$ cat src/rtl/video_out_fetch.sv
// Wishbone read master that fetches one frame of packed 8-bit pixels into the video-out FIFO.
// Define VIDEO_OUT_FETCH_AUTORELOAD_EN to refetch the same base continuously when no new address is pending.
module video_out_fetch #(
  parameter int unsigned P_WIDTH    = 640,
  parameter int unsigned P_HEIGHT   = 480,
  parameter int unsigned BURST_LEN  = 16,
  parameter int unsigned IRQ_CYCLES = 3
) (
  input  logic        clk,
  input  logic        nRST,
  input  logic        reg_ctr,
  input  logic [31:0] reg_data,
  input  logic        fifo_room,
  output logic [31:0] fifo_data,
  output logic        fifo_we,
  output logic        interrupt,
  output logic        bus_err,
  output logic        p_wb_CYC_O,
  output logic        p_wb_STB_O,
  output logic        p_wb_WE_O,
  output logic [3:0]  p_wb_SEL_O,
  output logic [31:0] p_wb_ADR_O,
  input  logic [31:0] p_wb_DAT_I,
  input  logic        p_wb_ACK_I,
  input  logic        p_wb_ERR_I
);

  localparam int unsigned FRAME_WORDS = P_WIDTH * P_HEIGHT / 4;
  localparam int unsigned WC_W        = $clog2(FRAME_WORDS + 1);
  localparam int unsigned BC_W        = $clog2(BURST_LEN + 1);
  localparam int unsigned IC_W        = $clog2(IRQ_CYCLES + 1);

  typedef enum logic [2:0] {
    S_IDLE,
    S_WAIT_ROOM,
    S_BUS,
    S_ERR_GAP,
    S_DONE
  } state_t;

  state_t          state;
  logic            reg_ctr_d;
  logic [31:0]     base;
  logic [31:0]     pending;
  logic            pending_vld;
  logic [WC_W-1:0] word_cnt;
  logic [BC_W-1:0] burst_cnt;
  logic [IC_W-1:0] irq_cnt;

  logic            new_addr_c;
  logic [31:0]     addr_in_c;
  logic            last_beat_c;
  logic            last_word_c;

  // Read-only master: write enable and byte selects are fixed.
  assign p_wb_WE_O  = 1'b0;
  assign p_wb_SEL_O = 4'hF;

  assign new_addr_c  = reg_ctr & ~reg_ctr_d;
  assign addr_in_c   = reg_data & 32'hFFFF_FFFC;
  assign last_beat_c = (burst_cnt == BC_W'(BURST_LEN - 1));
  assign last_word_c = (word_cnt == WC_W'(FRAME_WORDS - 1));

  always_ff @(posedge clk or negedge nRST) begin
    if (!nRST) begin
      state       <= S_IDLE;
      reg_ctr_d   <= 1'b0;
      base        <= '0;
      pending     <= '0;
      pending_vld <= 1'b0;
      word_cnt    <= '0;
      burst_cnt   <= '0;
      irq_cnt     <= '0;
      fifo_data   <= '0;
      fifo_we     <= 1'b0;
      interrupt   <= 1'b0;
      bus_err     <= 1'b0;
      p_wb_CYC_O  <= 1'b0;
      p_wb_STB_O  <= 1'b0;
      p_wb_ADR_O  <= '0;
    end else begin
      reg_ctr_d <= reg_ctr;
      fifo_we   <= 1'b0;

      // Addresses arriving while busy wait here; the newest one wins.
      if (new_addr_c && (state != S_IDLE)) begin
        pending     <= addr_in_c;
        pending_vld <= 1'b1;
      end

      case (state)
        S_IDLE: begin
          if (new_addr_c) begin
            base    <= addr_in_c;
            bus_err <= 1'b0;
            state   <= S_WAIT_ROOM;
          end
        end

        S_WAIT_ROOM: begin
          if (fifo_room) begin
            p_wb_CYC_O <= 1'b1;
            p_wb_STB_O <= 1'b1;
            p_wb_ADR_O <= base + (32'(word_cnt) << 2);
            state      <= S_BUS;
          end
        end

        S_BUS: begin
          // ERR dominates ACK; the beat is retried after a one-cycle strobe gap.
          if (p_wb_ERR_I) begin
            bus_err    <= 1'b1;
            p_wb_STB_O <= 1'b0;
            state      <= S_ERR_GAP;
          end else if (p_wb_ACK_I) begin
            fifo_data <= p_wb_DAT_I;
            fifo_we   <= 1'b1;
            if (last_beat_c) begin
              p_wb_CYC_O <= 1'b0;
              p_wb_STB_O <= 1'b0;
              burst_cnt  <= '0;
              if (last_word_c) begin
                word_cnt  <= '0;
                interrupt <= 1'b1;
                irq_cnt   <= IC_W'(IRQ_CYCLES - 1);
                state     <= S_DONE;
              end else begin
                word_cnt <= word_cnt + WC_W'(1);
                state    <= S_WAIT_ROOM;
              end
            end else begin
              word_cnt   <= word_cnt + WC_W'(1);
              burst_cnt  <= burst_cnt + BC_W'(1);
              p_wb_ADR_O <= p_wb_ADR_O + 32'd4;
            end
          end
        end

        S_ERR_GAP: begin
          p_wb_STB_O <= 1'b1;
          state      <= S_BUS;
        end

        S_DONE: begin
          if (irq_cnt != '0) begin
            irq_cnt <= irq_cnt - IC_W'(1);
          end else begin
            interrupt <= 1'b0;
            // An edge landing on the exit cycle is taken directly.
            if (new_addr_c) begin
              base        <= addr_in_c;
              pending_vld <= 1'b0;
              bus_err     <= 1'b0;
              state       <= S_WAIT_ROOM;
            end else if (pending_vld) begin
              base        <= pending;
              pending_vld <= 1'b0;
              bus_err     <= 1'b0;
              state       <= S_WAIT_ROOM;
            end else begin
`ifdef VIDEO_OUT_FETCH_AUTORELOAD_EN
              bus_err <= 1'b0;
              state   <= S_WAIT_ROOM;
`else
              state   <= S_IDLE;
`endif
            end
          end
        end

        default: state <= S_IDLE;
      endcase
    end
  end

endmodule

$ cat config.mk
export PLATFORM = sky130hd
export DESIGN_NAME = video_out_fetch
export DESIGN_NICKNAME = d
export VERILOG_FILES = /design/src/rtl/video_out_fetch.sv
export SDC_FILE = /design/constraint.sdc
export NUM_CORES = 1
export LEC_CHECK = 0
export BUFFER_PORTS_ARGS = -buffer_cell sky130_fd_sc_hd__buf_4
export CORE_ASPECT_RATIO = 0.5
export CORE_MARGIN = 2
export CORE_UTILIZATION = 45
export CTS_BUF_LIST = sky130_fd_sc_hd__clkbuf_8
export CTS_CLUSTER_SIZE = 14
export DETAILED_ROUTE_END_ITERATION = 10
export PLACE_DENSITY = 0.66
export SLEW_MARGIN = 30
export SYNTH_ARGS = -nofsm -noshare
export SYNTH_HDL_FRONTEND = slang
export SYNTH_SLANG_ARGS = --single-unit
$ cat constraint.sdc
create_clock -name clk -period 4.4 [get_ports clk]
set_input_delay 0 -clock clk [delete_from_list [all_inputs] [get_ports clk]]
set_output_delay 0 -clock clk [all_outputs]
set_load 0.05 [all_outputs]
==> key figures, run 1 <==
Setup path
  • Worst reg2reg path startpoint: word_cnt[0]
  • Worst endpoint data arrival time: 3270 ps
  • CP startpoint: word_cnt[0]
  • Worst path max stage delay: 450 ps
  • Worst-case register-to-register setup slack: 1470 ps
  • Worst reg-to-reg path cell count: 9
  • Dominant delay contributor by cell family on the critical path: compound AO/OA/AOI/OAI gates
  • Worst setup endpoint: p_wb_ADR_O[18]
  • Depth of the critical timing path with buffers and inverters included: 9
  • Worst path buffer plus inverter count: 0
  • Kind of start point of the critical path: register
  • Sequence of cells on the critical path: ha_1 > fa_1 > a211oi_1 > o211ai_2 > a311oi_2 > nor2_1 > or4_1 > nand3_1 > a221oi_1
  • Reg2reg end: p_wb_ADR_O[18]
  • Setup CP Type: reg2reg
  • Endpoint type of the worst setup path: register
  • Maximum net fanout on the critical path: 6
  • Worst endpoint required time: 4750 ps
  • Worst-path cell with the longest stage delay: sky130_fd_sc_hd__dfrtp_1

Clock network
  • Clock latency reported for the late side of the worst-skew pair: 470 ps
  • Clock root cell: sky130_fd_sc_hd__clkbuf_8
  • TritonCTS Buffers: 17
  • CTS tree: yes
  • Level count of the clock H-tree: 4
  • Clock-pin transition on the worst setup and hold timing paths: 100 ps
  • Clock buffer depth: 2
  • Clock Sinks: 156
  • Postcts setup bufs: 0

Layout
  • Fraction of final layout cells with drive strength greater than 1: 21.89%
  • Final net count: 1171
  • Fill cell count: 1583
  • Number of diodes added for antenna fixing: 0
  • Area added between synthesis and finish: 26.60%

Floorplan
  • Effective utilization at floorplan: 45.68%
  • Core area: 18310 um2
  • Die Span X: 196.8 um
  • Die ar.: 19750 um2
  • Row count: 35
  • Boundary Pins: 144
  • Die Height: 100.4 um

Routing
  • Number of remaining DRC errors: 0
  • Wire length per cell after detailed routing: 15.83 um
  • Via count normalized by instance count: 5.422
  • DRC marker count from the first detailed-route iteration: 392
  • Routed vias: 7222
  • Final ANT Viol Nets: 0
  • Final Routed Wirelength: 21080 um
  • Drt first pass iters: 5

Yosys
  • Mapped Area: 8362 um2
  • Number of enable-type register cells in the synthesized netlist: 0
  • Leading register cell type out of synthesis: sky130_fd_sc_hd__dfrtp_1
  • Cell count after synthesis: 893
  • Top post-synthesis cells by area: sky130_fd_sc_hd__dfrtp_1 47%, sky130_fd_sc_hd__nand2_1 7.0%, sky130_fd_sc_hd__a21oi_1 5.1%, sky130_fd_sc_hd__mux2_2 4.2%, sky130_fd_sc_hd__nor2_1 3.9%
  • Commonest cells post-synth: 156 x sky130_fd_sc_hd__dfrtp_1, 156 x sky130_fd_sc_hd__nand2_1, 86 x sky130_fd_sc_hd__nor2_1, 85 x sky130_fd_sc_hd__a21oi_1, 32 x sky130_fd_sc_hd__nand3_1
  • Sequential element share of the synthesized area: 46.69%
  • Number of synthesized register bits: 156
  • Async set or reset register ratio after synthesis: 100.0%
  • Area share of the largest cell type after synthesis: 46.69%
  • Synth unique cells: 84
  • Warning count from the yosys run: 0
  • Area leader, netlist: sky130_fd_sc_hd__dfrtp_1
  • Average cell area after synthesis: 9.364 um2

Worst hold path
  • Hold WC Path Type: in2reg
  • Hold Crit Depth: 5

Timing
  • Setup repair after global routing missed its margin: no
  • Transition at the pin with the smallest max-transition slack: 753.3 ps
  • Final critical-path required period: 2928 ps
  • Number of max-slew violations in the final report: 0
  • Final cycle utilization of the critical path: 66.55%
  • Clock skew after layout: 15.73 ps
  • Worst slew margin relative to its limit: 49.78%
  • Setup_tns: 0 ps
  • Setup-failing EPs final: 0
  • Final setup margin: 1472 ps
  • Final Hold Violating Endpoints: 0
  • Highest clock frequency the design can meet: 341.5 MHz

Pwr
  • Worst vdd rail ir drop: 513.4 uV
  • Static power due to leakage: 4.938 nW
  • Pwr dens: 670.5 nW/um2

Run status
  • Status: completed

Placement
  • Port-buffer cells: 134
  • RD Place Congestion: 0.8390
  • Total half-perimeter wirelength after legalization and detailed placement: 14230 um
  • Pre-CTS worst setup slack: 1464 ps

Global route
  • Total track usage: 22.23%
  • Largest net degree at the start of global routing: 82
  • Global-route wire length before repair: 35030 um
  • Number of antenna violations at the first check in global routing: 0
  • Via count of the first global-routing pass: 7209
  • Grt ovf: 0

Job
  • Count of maximum capacitance violations: 0
[kinds of logic after synthesis]
| family | share of synthesized area (%) |
|---|---|
| AOI/OAI and AO/OA | 13.53 |
| xor gates and xnor gates | 3.980 |
| adders and majority gates | 3.382 |
| buffers and inverters | 3.292 |
| DFF | 46.69 |
| muxes | 7.901 |
| other | 0.08981 |
| and+or+nand+nor | 21.14 |
[flip-flops by register name, summed over array words and instances (netlist names), 2 cells and up]
name / flops
pending: 30
state: 3
base: 30
fifo_data: 32
word_cnt: 17
p_wb_ADR_O: 30
burst_cnt: 5
irq_cnt: 2
[final cells by class]
| cell class | count | area [um2] | share of cell area, % |
|---|---|---|---|
| Timing Repair Buffer | 213 | 1770 | 16.72 |
| Clock inverter | 15 | 115.1 | 1.087 |
| Sequential cell | 156 | 3904 | 36.88 |
| Clock buffer | 17 | 234.0 | 2.210 |
| Inverter | 8 | 30.03 | 0.2837 |
| Multi-Input combinational cell | 683 | 4233 | 39.98 |
| Tap cell | 240 | 300.3 | 2.837 |
[cells in the final DEF, fill, tap and decap left out, drive strengths merged, types with 21 or more instances in the layout]
cell type | Yosys | routed
nand2 | 157 | 157
mux2i | 30 | 30
dfrtp | 156 | 156
a21oi | 86 | 86
xnor2 | 21 | 21
dlygate4sd3 | 0 | 67
buf | 20 | 146
mux2 | 32 | 32
ha | 21 | 21
o21ai | 36 | 36
nand3 | 35 | 35
nor2 | 86 | 86
[metal layers]
metal	vias up	part of all wire (%)	GRT usage [%]
met3	24	5.4	4.469
met4	0	1.5	6.940
met2	193	46	36.45
met1	3494	47	30.01
li1	3511	-	-
met5	-	0	0
[worst min path at each step]
stage / endpoint / slack [ps] / from
6_report: word_cnt[5] / 60 / p_wb_ACK_I
5_1_grt: state[0] / 80 / p_wb_ACK_I
4_1_cts: word_cnt[5] / 40 / p_wb_ACK_I
3_5_place_dp: p_wb_CYC_O / 100 / nRST
3_3_place_gp: pending[4] / 100 / nRST
2_1_floorplan: base[10] / -300 / nRST
[worst register-to-register path, cell delays in order, from the launching register on]
cell and delay [ps]:
sky130_fd_sc_hd__dfrtp_1 450, sky130_fd_sc_hd__ha_1 240, sky130_fd_sc_hd__fa_1 430, sky130_fd_sc_hd__a211oi_1 400
sky130_fd_sc_hd__o211ai_2 160, sky130_fd_sc_hd__a311oi_2 440, sky130_fd_sc_hd__nor2_1 90, sky130_fd_sc_hd__or4_1 400
sky130_fd_sc_hd__nand3_1 120, sky130_fd_sc_hd__a221oi_1 90
[repair_timing]
item | CTS | global route
endpoints found under the setup margin | 0 | 0
hold buffers | 67 | 0
resized for setup | 0 | 0
endpoints found under the hold margin | 176 | 0
[metrics by stage]
stage / std cells / hold WS [ps] / power (mW) / util [%] / area, um2
after floorplan: 898 / -295.6 / 4.998 / - / 8381
after global placement: 1233 / 96.15 / 5.951 / 52.19 / 9554
after detailed placement: 1233 / 104.6 / 6.046 / 52.19 / 9554
after CTS: 1332 / 44.93 / 7.113 / 57.76 / 10570
after global routing: 1332 / 80.41 / 7.581 / 57.83 / 10590
final: 1332 / 64.79 / 7.098 / 57.83 / 10590
[where the power goes]
group | internal [mW] | switching, mW | total [mW]
clock network | 0.397 | 0.607 | 1.00
logic | 1.27 | 2.21 | 3.47
registers | 2.02 | 0.600 | 2.62
total | 3.68 | 3.42 | 7.10
No activity file was read; power rests on OpenSTA's default activity.
==> inputs of run 2 (changes only) <==
==> constraint.sdc (replaced) <==
create_clock -name clk -period 2.7 [get_ports clk]
set_input_delay 0 -clock clk [delete_from_list [all_inputs] [get_ports clk]]
set_output_delay 0 -clock clk [all_outputs]
set_load 0.05 [all_outputs]
==> run 2 against run 1 <==
  * Power grew 68%
  * Clock skew shrank 0.89 ps
  * Clock-buffer cell count grew 1
  * Utilization grew 1.3 points
  * Register-to-register slack lost 1400 ps
  * Combinational power grew 73%
  * Wire length grew 2.2%
  * Largest power group unchanged
==> key figures, run 2 (synthesis gave the netlist of run 1 again) <==
Floorplan
  • Row count: 35 (unchanged)
  • Die Height: 100.4 um (unchanged)
  • Die ar.: 19750 um2 (unchanged)
  • Effective utilization at floorplan: 45.68% (unchanged)
  • Boundary Pins: 144 (unchanged)
  • Die Span X: 196.8 um (unchanged)
  • Core area: 18310 um2 (unchanged)

Worst hold path
  • Endpoint of the worst hold-timing path: word_cnt[5]
  • Hold Path Origin: p_wb_ACK_I
  • Hold Crit Depth: 5 (unchanged)
  • Hold WC Path Type: in2reg

Timing
  • Final Hold Violating Endpoints: 0 (unchanged)
  • Highest clock frequency the design can meet: 381.7 MHz (+12%)
  • Final cycle utilization of the critical path: 97.03% (+30 points)
  • Worst slew margin relative to its limit: 57.07% (+7.3 points)
  • Final critical-path required period: 2620 ps (-308.3 ps)
  • Transition at the pin with the smallest max-transition slack: 643.9 ps (-109.4 ps)
  • Final setup margin: 80.12 ps (-1392 ps)
  • Minimum hold slack: 58.08 ps (-6.714 ps)
  • Setup-failing EPs final: 0 (unchanged)
  • Clock skew after layout: 14.84 ps (-0.8920 ps)
  • Number of max-slew violations in the final report: 0 (unchanged)

Layout
  • Number of flip-flops in the largest register: 32 (unchanged)
  • Area added between synthesis and finish: 29.52%
  • Fraction of final layout cells with drive strength greater than 1: 23.90% (+2.0 points)
  • Highest-count cells in the layout ignoring fill and taps: 165 x sky130_fd_sc_hd__buf_4, 156 x sky130_fd_sc_hd__nand2_1, 156 x sky130_fd_sc_hd__dfrtp_1, 85 x sky130_fd_sc_hd__nor2_1, 85 x sky130_fd_sc_hd__a21oi_1
  • Commonest non-fill, non-tap cell in the layout: sky130_fd_sc_hd__buf_4
  • Register bank with the most flops: fifo_data
  • Fill cell count: 1581 (-0.13%)
  • Final instance area: 10830 um2 (+2.3%)
  • Final net count: 1192 (+1.8%)
  • Post-Layout Cell Count: 1353 (+1.6%)
  • Number of diodes added for antenna fixing: 0 (unchanged)

Global route
  • Largest net degree at the start of global routing: 69 (-16%)
  • Total track usage: 22.59% (+0.36 points)
  • Via count of the first global-routing pass: 7166 (-0.60%)
  • Number of antenna violations at the first check in global routing: 0 (unchanged)
  • Global-route wire length before repair: 35690 um (+1.9%)
  • Grt ovf: 0 (unchanged)

Setup path
  • Worst-path cell with the longest stage delay: sky130_fd_sc_hd__dfrtp_1
  • Critical Path Most Common Cell: sky130_fd_sc_hd__buf_4
  • Worst reg-to-reg path cell count: 11 (+2)
  • Setup CP Type: reg2reg
  • Worst path max stage delay: 400 ps (-50 ps)
  • Dominant delay contributor by cell family on the critical path: compound AO/OA/AOI/OAI gates
  • Sequence of cells on the critical path: ha_2 > fa_2 > a211oi_2 > buf_4 > o211ai_2 > a311oi_2 > buf_4 > nor2_1 > or4_1 > nand3_1 > a221oi_1
  • Endpoint type of the worst setup path: register
  • Reg2reg end: p_wb_ADR_O[18]
  • Maximum net fanout on the critical path: 5 (-1)
  • Worst reg2reg path startpoint: base[2]
  • Worst path buffer plus inverter count: 2 (+2)
  • CP startpoint: base[2]
  • Worst endpoint required time: 3030 ps (-1720 ps)
  • Worst-case register-to-register setup slack: 80 ps (-1390 ps)
  • Kind of start point of the critical path: register
  • Worst endpoint data arrival time: 2950 ps (-320 ps)

Pwr
  • Static power due to leakage: 5.086 nW (+3.0%)
  • Pwr dens: 1099 nW/um2 (+64%)
  • Worst vdd rail ir drop: 1067 uV (+110%)

Clock network
  • Clock-pin transition on the worst setup and hold timing paths: 90 ps (about the same)
  • Clock root cell: sky130_fd_sc_hd__clkbuf_8
  • Level count of the clock H-tree: 4 (unchanged)
  • Clock buffer depth: 2 (unchanged)
  • Clock Sinks: 156 (unchanged)
  • Clock latency reported for the late side of the worst-skew pair: 460 ps (about the same)
  • TritonCTS Buffers: 17 (unchanged)
  • CTS tree: yes

Placement
  • Placed cells: 1252 (+1.5%)
  • Pre-CTS worst setup slack: -16.23 ps (-1480 ps)
  • Post-Place Cell Area: 9709 um2 (+1.6%)
  • RD Place Congestion: 0.8703 (+3.7%)
  • Total half-perimeter wirelength after legalization and detailed placement: 14590 um (+2.5%)
  • Port-buffer cells: 134 (unchanged)

Run status
  • Status: completed

Routing
  • DRC marker count from the first detailed-route iteration: 400 (+2.0%)
  • Routed vias: 7333 (+1.5%)
  • Final Routed Wirelength: 21550 um (+2.2%)
  • Wire length per cell after detailed routing: 15.93 um (+0.61%)
  • Via count normalized by instance count: 5.420 (about the same)
  • Number of remaining DRC errors: 0 (unchanged)
  • Drt first pass iters: 4 (-1)
  • Final ANT Viol Nets: 0 (unchanged)

Job
  • Count of maximum capacitance violations: 0 (unchanged)
## run 2: worst max path at each step
| stage | endpoint | slack [ps] | depth (start not counted) |
|---|---|---|---|
| after global routing | p_wb_ADR_O[18] | -20 | 11 |
| after floorplan | p_wb_ADR_O[18] | 140 | 9 |
| after global placement | p_wb_ADR_O[18] | -0.4 | 11 |
| after CTS | p_wb_ADR_O[18] | 10 | 11 |
| final | p_wb_ADR_O[18] | 80 | 11 |
| after detailed placement | p_wb_ADR_O[18] | -20 | 11 |
## run 2: worst min-delay path, delay by kind of cell
family / cells / cell delay (ps)
xor gates and xnor gates: 1 / 120
buffers and inverters: 1 / 120
and+or+nand+nor: 3 / 240
## run 2: area by class of cell
type / instances / area (um2) / area share (%)
timing repair buffer: 234 / 1941 / 17.92
inverter: 8 / 30.03 / 0.2773
clock buffer: 18 / 247.7 / 2.287
tap: 240 / 300.3 / 2.773
clock inverter: 14 / 133.9 / 1.236
sequential: 156 / 3904 / 36.04
multi-input combinational: 683 / 4274 / 39.46
## run 2: what timing repair did
action	CTS	global route
buffers inserted	0	2
pin swaps	0	4
gates resized for setup	1	10
hold buffers	67	0
endpoints found under the setup margin	2	5
hold endpoints to repair	161	0
## run 2: routing by layer
| layer | track usage [%] | up-vias | share of wire, % |
|---|---|---|---|
| met2 | 36.18 | 194 | 46 |
| met5 | 0 | - | 0 |
| met3 | 6.116 | 35 | 5.8 |
| li1 | - | 3561 | - |
| met1 | 30.69 | 3543 | 47 |
| met4 | 5.726 | 0 | 1.4 |
## run 2: per-stage QoR
stage	util [%]	setup TNS, ps	power, mW
final	59.17	0	11.90
after CTS	58.82	0	11.86
after global placement	53.04	-0.4035	9.890
after global routing	59.17	-24.66	12.69
after detailed placement	53.04	-16.23	10.02
after floorplan	-	0	8.144
## run 2: report_power, final
part           switching, mW  internal (mW)  total, mW
combinational           3.75           2.25       6.00
sequential             0.894           3.29       4.19
clock                  0.948          0.770       1.72
==> inputs of run 3 (changes only) <==
--- a/config.mk
+++ b/config.mk
@@ -9,7 +9,7 @@
 export CORE_ASPECT_RATIO = 0.5
 export CORE_MARGIN = 2
 export CORE_UTILIZATION = 45
-export CTS_BUF_LIST = sky130_fd_sc_hd__clkbuf_8
+export CTS_BUF_LIST = sky130_fd_sc_hd__clkbuf_16
 export CTS_CLUSTER_SIZE = 14
 export DETAILED_ROUTE_END_ITERATION = 10
 export PLACE_DENSITY = 0.66
==> run 3 against run 2 <==
  * First-iteration DRC count fell by 7.5%
  * Via count rose by 0.59%
  * Largest power group unchanged
  * Final cell count rose by 0.15%
  * Critical path type unchanged
==> key figures, run 3 (synthesis gave the netlist of run 1 again) <==
Setup path
  • Worst-path cell with the longest stage delay: sky130_fd_sc_hd__dfrtp_1
  • Maximum net fanout on the critical path: 5 (unchanged)
  • Worst endpoint data arrival time: 2890 ps (-60 ps)
  • Worst reg2reg path startpoint: word_cnt[0]
  • Worst path buffer plus inverter count: 2 (unchanged)
  • Dominant delay contributor by cell family on the critical path: adder cells
  • Worst-case register-to-register setup slack: 110 ps (+30 ps)
  • Setup CP Type: reg2reg
  • Worst reg-to-reg path cell count: 11 (unchanged)
  • Reg2reg end: p_wb_ADR_O[18]
  • Sequence of cells on the critical path: ha_2 > fa_2 > a211oi_2 > buf_4 > o211ai_4 > a311oi_2 > buf_4 > nor2_1 > or4_1 > nand3_1 > a221oi_1
  • Critical Path Most Common Cell: sky130_fd_sc_hd__buf_4
  • Endpoint type of the worst setup path: register
  • Depth of the critical timing path with buffers and inverters included: 11 (unchanged)
  • Worst path max stage delay: 390 ps (about the same)
  • Kind of start point of the critical path: register
  • Worst endpoint required time: 3000 ps (-30 ps)

Layout
  • Number of diodes added for antenna fixing: 0 (unchanged)
  • Storage element area: 3904 um2 (unchanged)
  • Commonest non-fill, non-tap cell in the layout: sky130_fd_sc_hd__buf_4
  • Area of combinational cells with multiple inputs: 4257 um2 (-0.41%)
  • Final net count: 1194 (+0.17%)
  • Fill cell count: 1552 (-1.8%)
  • Register bank with the most flops: fifo_data
  • Post-route core utilization: 60.14% (+0.98 points)
  • Number of flip-flops in the largest register: 32 (unchanged)
  • Area added between synthesis and finish: 31.66%
  • Final instance area: 11010 um2 (+1.7%)
  • Highest-count cells in the layout ignoring fill and taps: 167 x sky130_fd_sc_hd__buf_4, 156 x sky130_fd_sc_hd__nand2_1, 156 x sky130_fd_sc_hd__dfrtp_1, 85 x sky130_fd_sc_hd__nor2_1, 84 x sky130_fd_sc_hd__a21oi_1
  • Fraction of final layout cells with drive strength greater than 1: 23.68% (-0.22 points)

Floorplan
  • Core area: 18310 um2 (unchanged)
  • Die ar.: 19750 um2 (unchanged)
  • Row count: 35 (unchanged)
  • Boundary Pins: 144 (unchanged)
  • Die Height: 100.4 um (unchanged)
  • Effective utilization at floorplan: 45.68% (unchanged)
  • Die Span X: 196.8 um (unchanged)

Timing
  • Final cycle utilization of the critical path: 95.88% (-1.2 points)
  • Transition at the pin with the smallest max-transition slack: 639.1 ps (-4.829 ps)
  • Highest clock frequency the design can meet: 386.3 MHz (+1.2%)
  • Setup-failing EPs final: 0 (unchanged)
  • Worst slew margin relative to its limit: 57.39% (+0.32 points)
  • Number of max-slew violations in the final report: 0 (unchanged)
  • Final Hold Violating Endpoints: 0 (unchanged)
  • Minimum hold slack: 93.17 ps (+35.09 ps)
  • Final critical-path required period: 2589 ps (-31.15 ps)
  • Clock skew after layout: 10.12 ps (-4.726 ps)

Placement
  • Total half-perimeter wirelength after legalization and detailed placement: 14590 um (unchanged)
  • RD Place Congestion: 0.8703 (unchanged)
  • Post-Place Cell Area: 9709 um2 (unchanged)
  • Port-buffer cells: 134 (unchanged)

Worst hold path
  • Hold Crit Depth: 5 (unchanged)
  • Endpoint of the worst hold-timing path: word_cnt[5]
  • Hold WC Path Type: in2reg
  • Hold Path Origin: p_wb_ACK_I

Routing
  • Number of remaining DRC errors: 0 (unchanged)
  • Drt first pass iters: 5 (+1)
  • Final Routed Wirelength: 21620 um (+0.35%)
  • Via count normalized by instance count: 5.444 (+0.44%)
  • Wire length per cell after detailed routing: 15.96 um (+0.20%)
  • DRC marker count from the first detailed-route iteration: 370 (-7.5%)
  • Routed vias: 7376 (+0.59%)
  • Final ANT Viol Nets: 0 (unchanged)

Global route
  • Grt ovf: 0 (unchanged)
  • Global-route wire length before repair: 35920 um (+0.66%)
  • Number of antenna violations at the first check in global routing: 0 (unchanged)
  • Global-route met3 utilization: 5.309% (-0.81 points)
  • Via count of the first global-routing pass: 7201 (+0.49%)
  • Largest net degree at the start of global routing: 69 (unchanged)
  • Total track usage: 22.72% (+0.13 points)
  • Global-route met2 utilization: 36.48% (+0.30 points)
  • Most utilized layer in the global route result: met2
  • Met1 usage: 30.76% (+0.065 points)

Clock network
  • Clock latency reported for the late side of the worst-skew pair: 430 ps (-30 ps)
  • CTS tree: yes
  • Clock root cell: sky130_fd_sc_hd__clkbuf_16
  • Clock buffer depth: 2 (unchanged)
  • Level count of the clock H-tree: 4 (unchanged)
  • Clock Sinks: 156 (unchanged)
  • Clock-pin transition on the worst setup and hold timing paths: 70 ps (-20 ps)
  • TritonCTS Buffers: 17 (unchanged)

Pwr
  • Static power due to leakage: 5.173 nW (+1.7%)
  • Pwr dens: 1136 nW/um2 (+3.3%)
  • Post-layout total power: 12.50 mW (+5.0%)
  • Worst vdd rail ir drop: 1067 uV (about the same)

Job
  • Count of maximum capacitance violations: 0 (unchanged)

Run status
  • Status: completed
## run 3: changes by cell type in the layout (fill, tap and decap cells not counted), moves of 2 or more
cell / before / now
sky130_fd_sc_hd__buf_4: 165 / 167
sky130_fd_sc_hd__clkbuf_16: 0 / 17
sky130_fd_sc_hd__clkbuf_8: 18 / 0
sky130_fd_sc_hd__ha_1: 16 / 20
sky130_fd_sc_hd__ha_2: 3 / 1
sky130_fd_sc_hd__ha_4: 2 / 0
## run 3: worst max-delay path by stage
stage	start	to	slack, ps
floorplan	word_cnt[0]	p_wb_ADR_O[18]	140
global placement	base[2]	p_wb_ADR_O[18]	-0.4
detailed placement	base[2]	p_wb_ADR_O[18]	-20
CTS	base[2]	p_wb_ADR_O[18]	8
global route	word_cnt[0]	p_wb_ADR_O[30]	-30
finish	word_cnt[0]	p_wb_ADR_O[18]	110
## run 3: cell type report
type                            count  area share (%)
Timing Repair Buffer              236           17.76
Tap cell                          240           2.728
Inverter                            8          0.2728
Clock buffer                       17           3.864
Sequential cell                   156           35.46
Multi-Input combinational cell    683           38.66
Clock inverter                     15           1.250
## run 3: timing repair
item                                    CTS  global route
pin swaps                                 0             6
gates resized for setup                   1             6
hold buffers                             67             0
endpoints found under the setup margin    2             5
endpoints found under the hold margin   161             0
setup buffers                             0             4
## run 3: routing by layer
layer / share of wire, % / wire length (um) / vias up
met5: 0 / 0 / -
met4: 1.4 / 310 / 0
met3: 6.3 / 1368 / 31
met2: 47 / 10070 / 214
met1: 46 / 9876 / 3564
li1: - / - / 3567
## run 3: worst reg2reg max path, delay by kind of cell (launching register included)
family                   cells  cell delay (ps)
buffers and inverters        2              330
AND/OR/NAND/NOR              3              540
flip-flops                   1              390
AO/OA/AOI/OAI                4              600
adder cells (fa/ha/maj)      2              600
## run 3: stage by stage
stage | setup TNS, ps | cells | setup slack [ps]
6_report | 0 | 1355 | 111.3
5_1_grt | -32.32 | 1355 | -25.94
4_1_cts | 0 | 1351 | 7.945
3_5_place_dp | -16.23 | 1252 | -16.23
3_3_place_gp | -0.4035 | 1252 | -0.4035
2_1_floorplan | 0 | 898 | 144.8
## run 3: power breakdown
part,leakage [nW],internal [mW],switching [mW]
Sequential,1.87,3.30,0.890
Combinational,3.03,2.24,3.76
Clock,0.278,1.28,1.03
